<file path="config.mk">
export PLATFORM = sky130hd
export DESIGN_NAME = sort4_stream
export DESIGN_NICKNAME = d
export VERILOG_FILES = /design/src/rtl/sort4_stream.sv
export SDC_FILE = /design/constraint.sdc
export NUM_CORES = 1
export LEC_CHECK = 0
export ABC_AREA = 1
export CORE_ASPECT_RATIO = 0.5
export CORE_MARGIN = 10
export CORE_UTILIZATION = 40
export DETAILED_ROUTE_END_ITERATION = 12
export DONT_BUFFER_PORTS = 1
export PLACE_DENSITY = 0.56
export SETUP_SLACK_MARGIN = 0.1
export SLEW_MARGIN = 20
export SYNTH_ARGS = -nofsm -noshare
export SYNTH_HDL_FRONTEND = slang
export SYNTH_SLANG_ARGS = --single-unit
</file>
<file path="constraint.sdc">
create_clock -name clk -period 3.6 [get_ports clk]
set_input_delay 0.36 -clock clk [delete_from_list [all_inputs] [get_ports clk]]
set_output_delay 0.36 -clock clk [all_outputs]
set_load 0.05 [all_outputs]
</file>
<file path="src/rtl/sort4_stream.sv">
// Serial-in/serial-out 4-element sorter: loads four words, sorts them in place
// with one shared compare-swap unit over five cycles, then streams them out.
module sort4_stream #(
  parameter int unsigned WIDTH   = 8,
  parameter bit          DESCEND = 1'b0
) (
  input  logic             clk,
  input  logic             rst,
  input  logic [WIDTH-1:0] in_data,
  input  logic             in_valid,
  output logic             in_ready,
  output logic [WIDTH-1:0] out_data,
  output logic             out_valid,
  input  logic             out_ready,
  output logic             out_last,
  output logic             busy
);

  typedef enum logic [1:0] {LOAD, SORT, SEND} state_t;

  state_t           state_q;
  logic [WIDTH-1:0] r_q [4];
  logic [1:0]       idx_q;
  logic [2:0]       step_q;

  logic [1:0]       a_d, b_d;
  logic             swap_d;

  always_comb begin
    a_d = 2'd1;
    b_d = 2'd2;
    case (step_q)
      3'd0:    begin a_d = 2'd0; b_d = 2'd1; end
      3'd1:    begin a_d = 2'd2; b_d = 2'd3; end
      3'd2:    begin a_d = 2'd0; b_d = 2'd2; end
      3'd3:    begin a_d = 2'd1; b_d = 2'd3; end
      default: begin a_d = 2'd1; b_d = 2'd2; end
    endcase
    swap_d = DESCEND ? (r_q[a_d] < r_q[b_d]) : (r_q[a_d] > r_q[b_d]);
  end

  always_ff @(posedge clk) begin
    if (rst) begin
      state_q   <= LOAD;
      idx_q     <= '0;
      step_q    <= '0;
      in_ready  <= 1'b1;
      out_valid <= 1'b0;
      out_last  <= 1'b0;
      busy      <= 1'b0;
      out_data  <= '0;
    end else begin
      case (state_q)
        LOAD: begin
          if (in_valid && in_ready) begin
            r_q[idx_q] <= in_data;
            idx_q      <= idx_q + 2'd1;
            if (idx_q == 2'd3) begin
              idx_q    <= '0;
              step_q   <= '0;
              state_q  <= SORT;
              in_ready <= 1'b0;
              busy     <= 1'b1;
            end
          end
        end
        SORT: begin
          if (swap_d) begin
            r_q[a_d] <= r_q[b_d];
            r_q[b_d] <= r_q[a_d];
          end
          if (step_q == 3'd4) begin
            // The last pair (1,2) never touches r[0], so it can be presented now.
            state_q   <= SEND;
            idx_q     <= '0;
            out_valid <= 1'b1;
            out_data  <= r_q[0];
            out_last  <= 1'b0;
          end else begin
            step_q <= step_q + 3'd1;
          end
        end
        SEND: begin
          if (out_valid && out_ready) begin
            if (idx_q == 2'd3) begin
              state_q   <= LOAD;
              idx_q     <= '0;
              out_valid <= 1'b0;
              out_last  <= 1'b0;
              in_ready  <= 1'b1;
              busy      <= 1'b0;
            end else begin
              idx_q    <= idx_q + 2'd1;
              out_data <= r_q[idx_q + 2'd1];
              out_last <= (idx_q == 2'd2);
            end
          end
        end
        default: state_q <= LOAD;
      endcase
    end
  end

endmodule
</file>
==> results by group <==
Status
  • Status: completed

Placed design
  • Detailed Place HPWL: 8080 um
  • PortBufs: 0
  • Dpl ws: between 0.05 and 0.06 ns
  • Final Wtd Congestion: just under 1

Layout
  • Share of cells above drive strength 1: between 10% and 20%
  • Net count, final: 505
  • Syn-to-layout area delta: 14.0%
  • N_diodes: 0

Clock tree
  • Total CTS buffers: 5
  • CTS Root Cell: clkbuf_16
  • Max clock buf depth: 2
  • Reg clk slew, reported paths: 0.07 ns
  • CTS tree: done
  • Sink Count: 51
  • Max H-tree Level: 2
  • Cts hold-fix bufs: 0
  • Worst-Skew Late Latency: 0.30 ns

Pwr
  • Tot Pwr: between 3 and 4 mW
  • Leakage: 1.82 nW
  • VDD IR max: 0.362 mV
  • Power per Cell Area: 896 nW/um2

Timing
  • Worst-margin pin slew: 0.535 ns
  • Fmax: 307 MHz
  • Final hold violations: 0
  • Clk_skew: a little over 0.009 ns
  • Final count of pins violating max slew: 0
  • Crit path time final: 3.26 ns
  • Rel. slew slack: 64.3%
  • Final setup fails: 0
  • Setup TNS: 0 ns
  • Unrepaired setup endpoints after global routing: false
  • Period utilization: 90.5%
  • Worst Slack Setup Final: 0.342 ns

Hold path
  • Hold Path Class: input port to register

Detailed routing
  • Avg WL per Cell: 17.6 um
  • Vias/cell: 5.27
  • Via total after detailed routing: 3142
  • Routed wire length: ~10000 um
  • Initial DRC Count: 370
  • Drt drc: 0
  • Drt pass-1 iters: 5
  • DRT antenna net count: 0

GRT
  • Largest net degree at the start of global routing: 29
  • Vias in the first global route: 3005
  • Antenna violations before repair: 0
  • First-pass GRT wire length: 16800 um
  • GRT Overall Usage: between 10% and 20%
  • Grt total ovfl: 0

Logic synthesis
  • Ys Warns: 0
  • Post-Syn Area: 3510 um2
  • Synth Register Bits: about 50
  • Seq/Total Area, Yosys: 38.2%
  • Synth cell types: 35
  • Synthesized net count: 483
  • Syn_area_per_cell: 7.70 um2
  • Gate count of the mapped netlist: 456

Floorplan
  • Starting Density: 40.8%
  • Total core area: 8620 um2
  • Die area: about 13000 um2
  • Die Height: 86.3 um
  • Cell Rows: 24
  • Die W: 153 um
  • Ports: 24

Flow run
  • MaxCap Viol Count: 0

Worst setup path
  • Worst path required time: 3.62 ns
  • Setup CP Type: register to register
  • Startpoint Class: register
  • CP Capture Type: register
  • Critical Path AT: 3.28 ns
  • Crit Path Max Fanout: 9
## cells in the mapped netlist
master,number,area (um2)
nor2_4,3,33.8
buf_4,1,7.51
o21ai_1,6,30.0
nand3_2,1,10.0
nor2_8,3,60.1
inv_2,18,67.6
a31oi_1,1,6.26
clkinv_2,1,5.00
o221ai_1,2,17.5
nand2_4,11,124
and2_1,8,50.1
buf_1,2,7.51
a211oi_1,4,30.0
nand2_1,123,462
nor2_1,19,71.3
or2_2,3,18.8
nand3_1,42,210
edfxtp_1,32,961
nand2_8,1,20.0
a21o_1,1,7.51
nor2_2,1,6.26
a21oi_4,2,32.5
buf_2,2,10.0
o211ai_1,17,128
a21oi_1,36,180
clkbuf_1,3,11.3
ha_1,15,188
nand2_2,7,43.8
nor3_1,2,10.0
inv_4,1,6.26
o21ai_0,22,110
dfxtp_1,19,380
buf_12,1,20.0
buf_6,2,22.5
inv_1,44,165
## power by group
| part | switching, mW | internal [mW] |
|---|---|---|
| clock | 0.230 | 0.301 |
| sequential | 0.220 | 0.764 |
| combinational | 1.36 | 0.716 |
## cell usage in the layout (no fill, tap or decap), types with 8 or more instances in the layout
cell type,Yosys,final
nand2_1,123,122
inv_1,44,44
nand3_1,42,42
a21oi_1,36,36
edfxtp_1,32,32
buf_4,1,24
o21ai_0,22,22
dfxtp_1,19,19
inv_2,18,18
nor2_1,19,17
o211ai_1,17,17
nand2_4,11,15
ha_1,15,15
and2_1,8,8
## state kept, by name, indices dropped and copies added (netlist names)
name       cells
busy           1
idx_q          2
in_ready       1
out_data       8
out_last       1
out_valid      1
r_q           32
state_q        2
step_q         3
## stage by stage
stage,area (um2),std cells,util (%),hold WS [ns]
after floorplan,3510,456,-,0.484
after global placement,3760,584,43.6,0.431
after detailed placement,3760,584,43.6,0.432
after CTS,3930,592,45.5,0.115
after global routing,4010,596,46.5,0.106
final,4010,596,46.5,0.116
## layer usage
metal / up-vias / global-route usage, % / share of wire (%)
met5: - / 0 / 0
met4: 0 / 4.13 / 1.3
met3: 14 / 4.25 / 9.3
met2: 136 / 21.2 / 38
met1: 1435 / 24.0 / 51
li1: 1557 / - / -
## cell families after synthesis
kind of cell / Yosys count / synth area share (%)
AND/OR/NAND/NOR: 224 / 31.9
AO/OA/AOI/OAI: 91 / 15.4
buffers and inverters: 75 / 9.19
flip-flops: 51 / 38.2
adder cells (fa/ha/maj): 15 / 5.34
## final timing paths
kind / from / to / slack (ns) / depth (start not counted)
worst max register to register: step_q[0] / r_q[3][6] / 0.34 / 20
worst min-delay path: rst / busy / 0.12 / 1
worst max-delay path: step_q[0] / r_q[3][6] / 0.34 / 20
worst min register to register: step_q[1] / step_q[1] / 0.55 / 2
## worst max-delay path, cell delays in order, from the launching register on
cell and delay (ns):
dfxtp_1 0.36, inv_1 0.09, ha_1 0.23, inv_1 0.10
nor2_4 0.06, inv_2 0.08, nand2_4 0.09, nor2_4 0.11
inv_2 0.09, o21ai_1 0.13, o21ai_0 0.16, ha_1 0.34
nand2_1 0.07, nor2_2 0.16, nand2_1 0.12, nand2_4 0.14
nand2_4 0.15, nor2_8 0.12, inv_2 0.09, nand2_1 0.12
buf_12 0.14
## cell type report
class	count	area, um2
Tap cell	117	146
Clock inverter	2	13.8
Timing Repair Buffer	25	200
Inverter	64	244
Sequential cell	51	1340
Clock buffer	6	150
Multi-Input combinational cell	331	1910
Fill cell	851	4610
## what timing repair did
item / in CTS / in global routing
gates cloned: 0 / 1
buffers inserted: 0 / 3
pin swaps: 0 / 2
endpoints found under the setup margin: 8 / 64
gates resized for setup: 1 / 9
hold endpoints to repair: 0 / 0
Power figures use the tool's default switching activity.
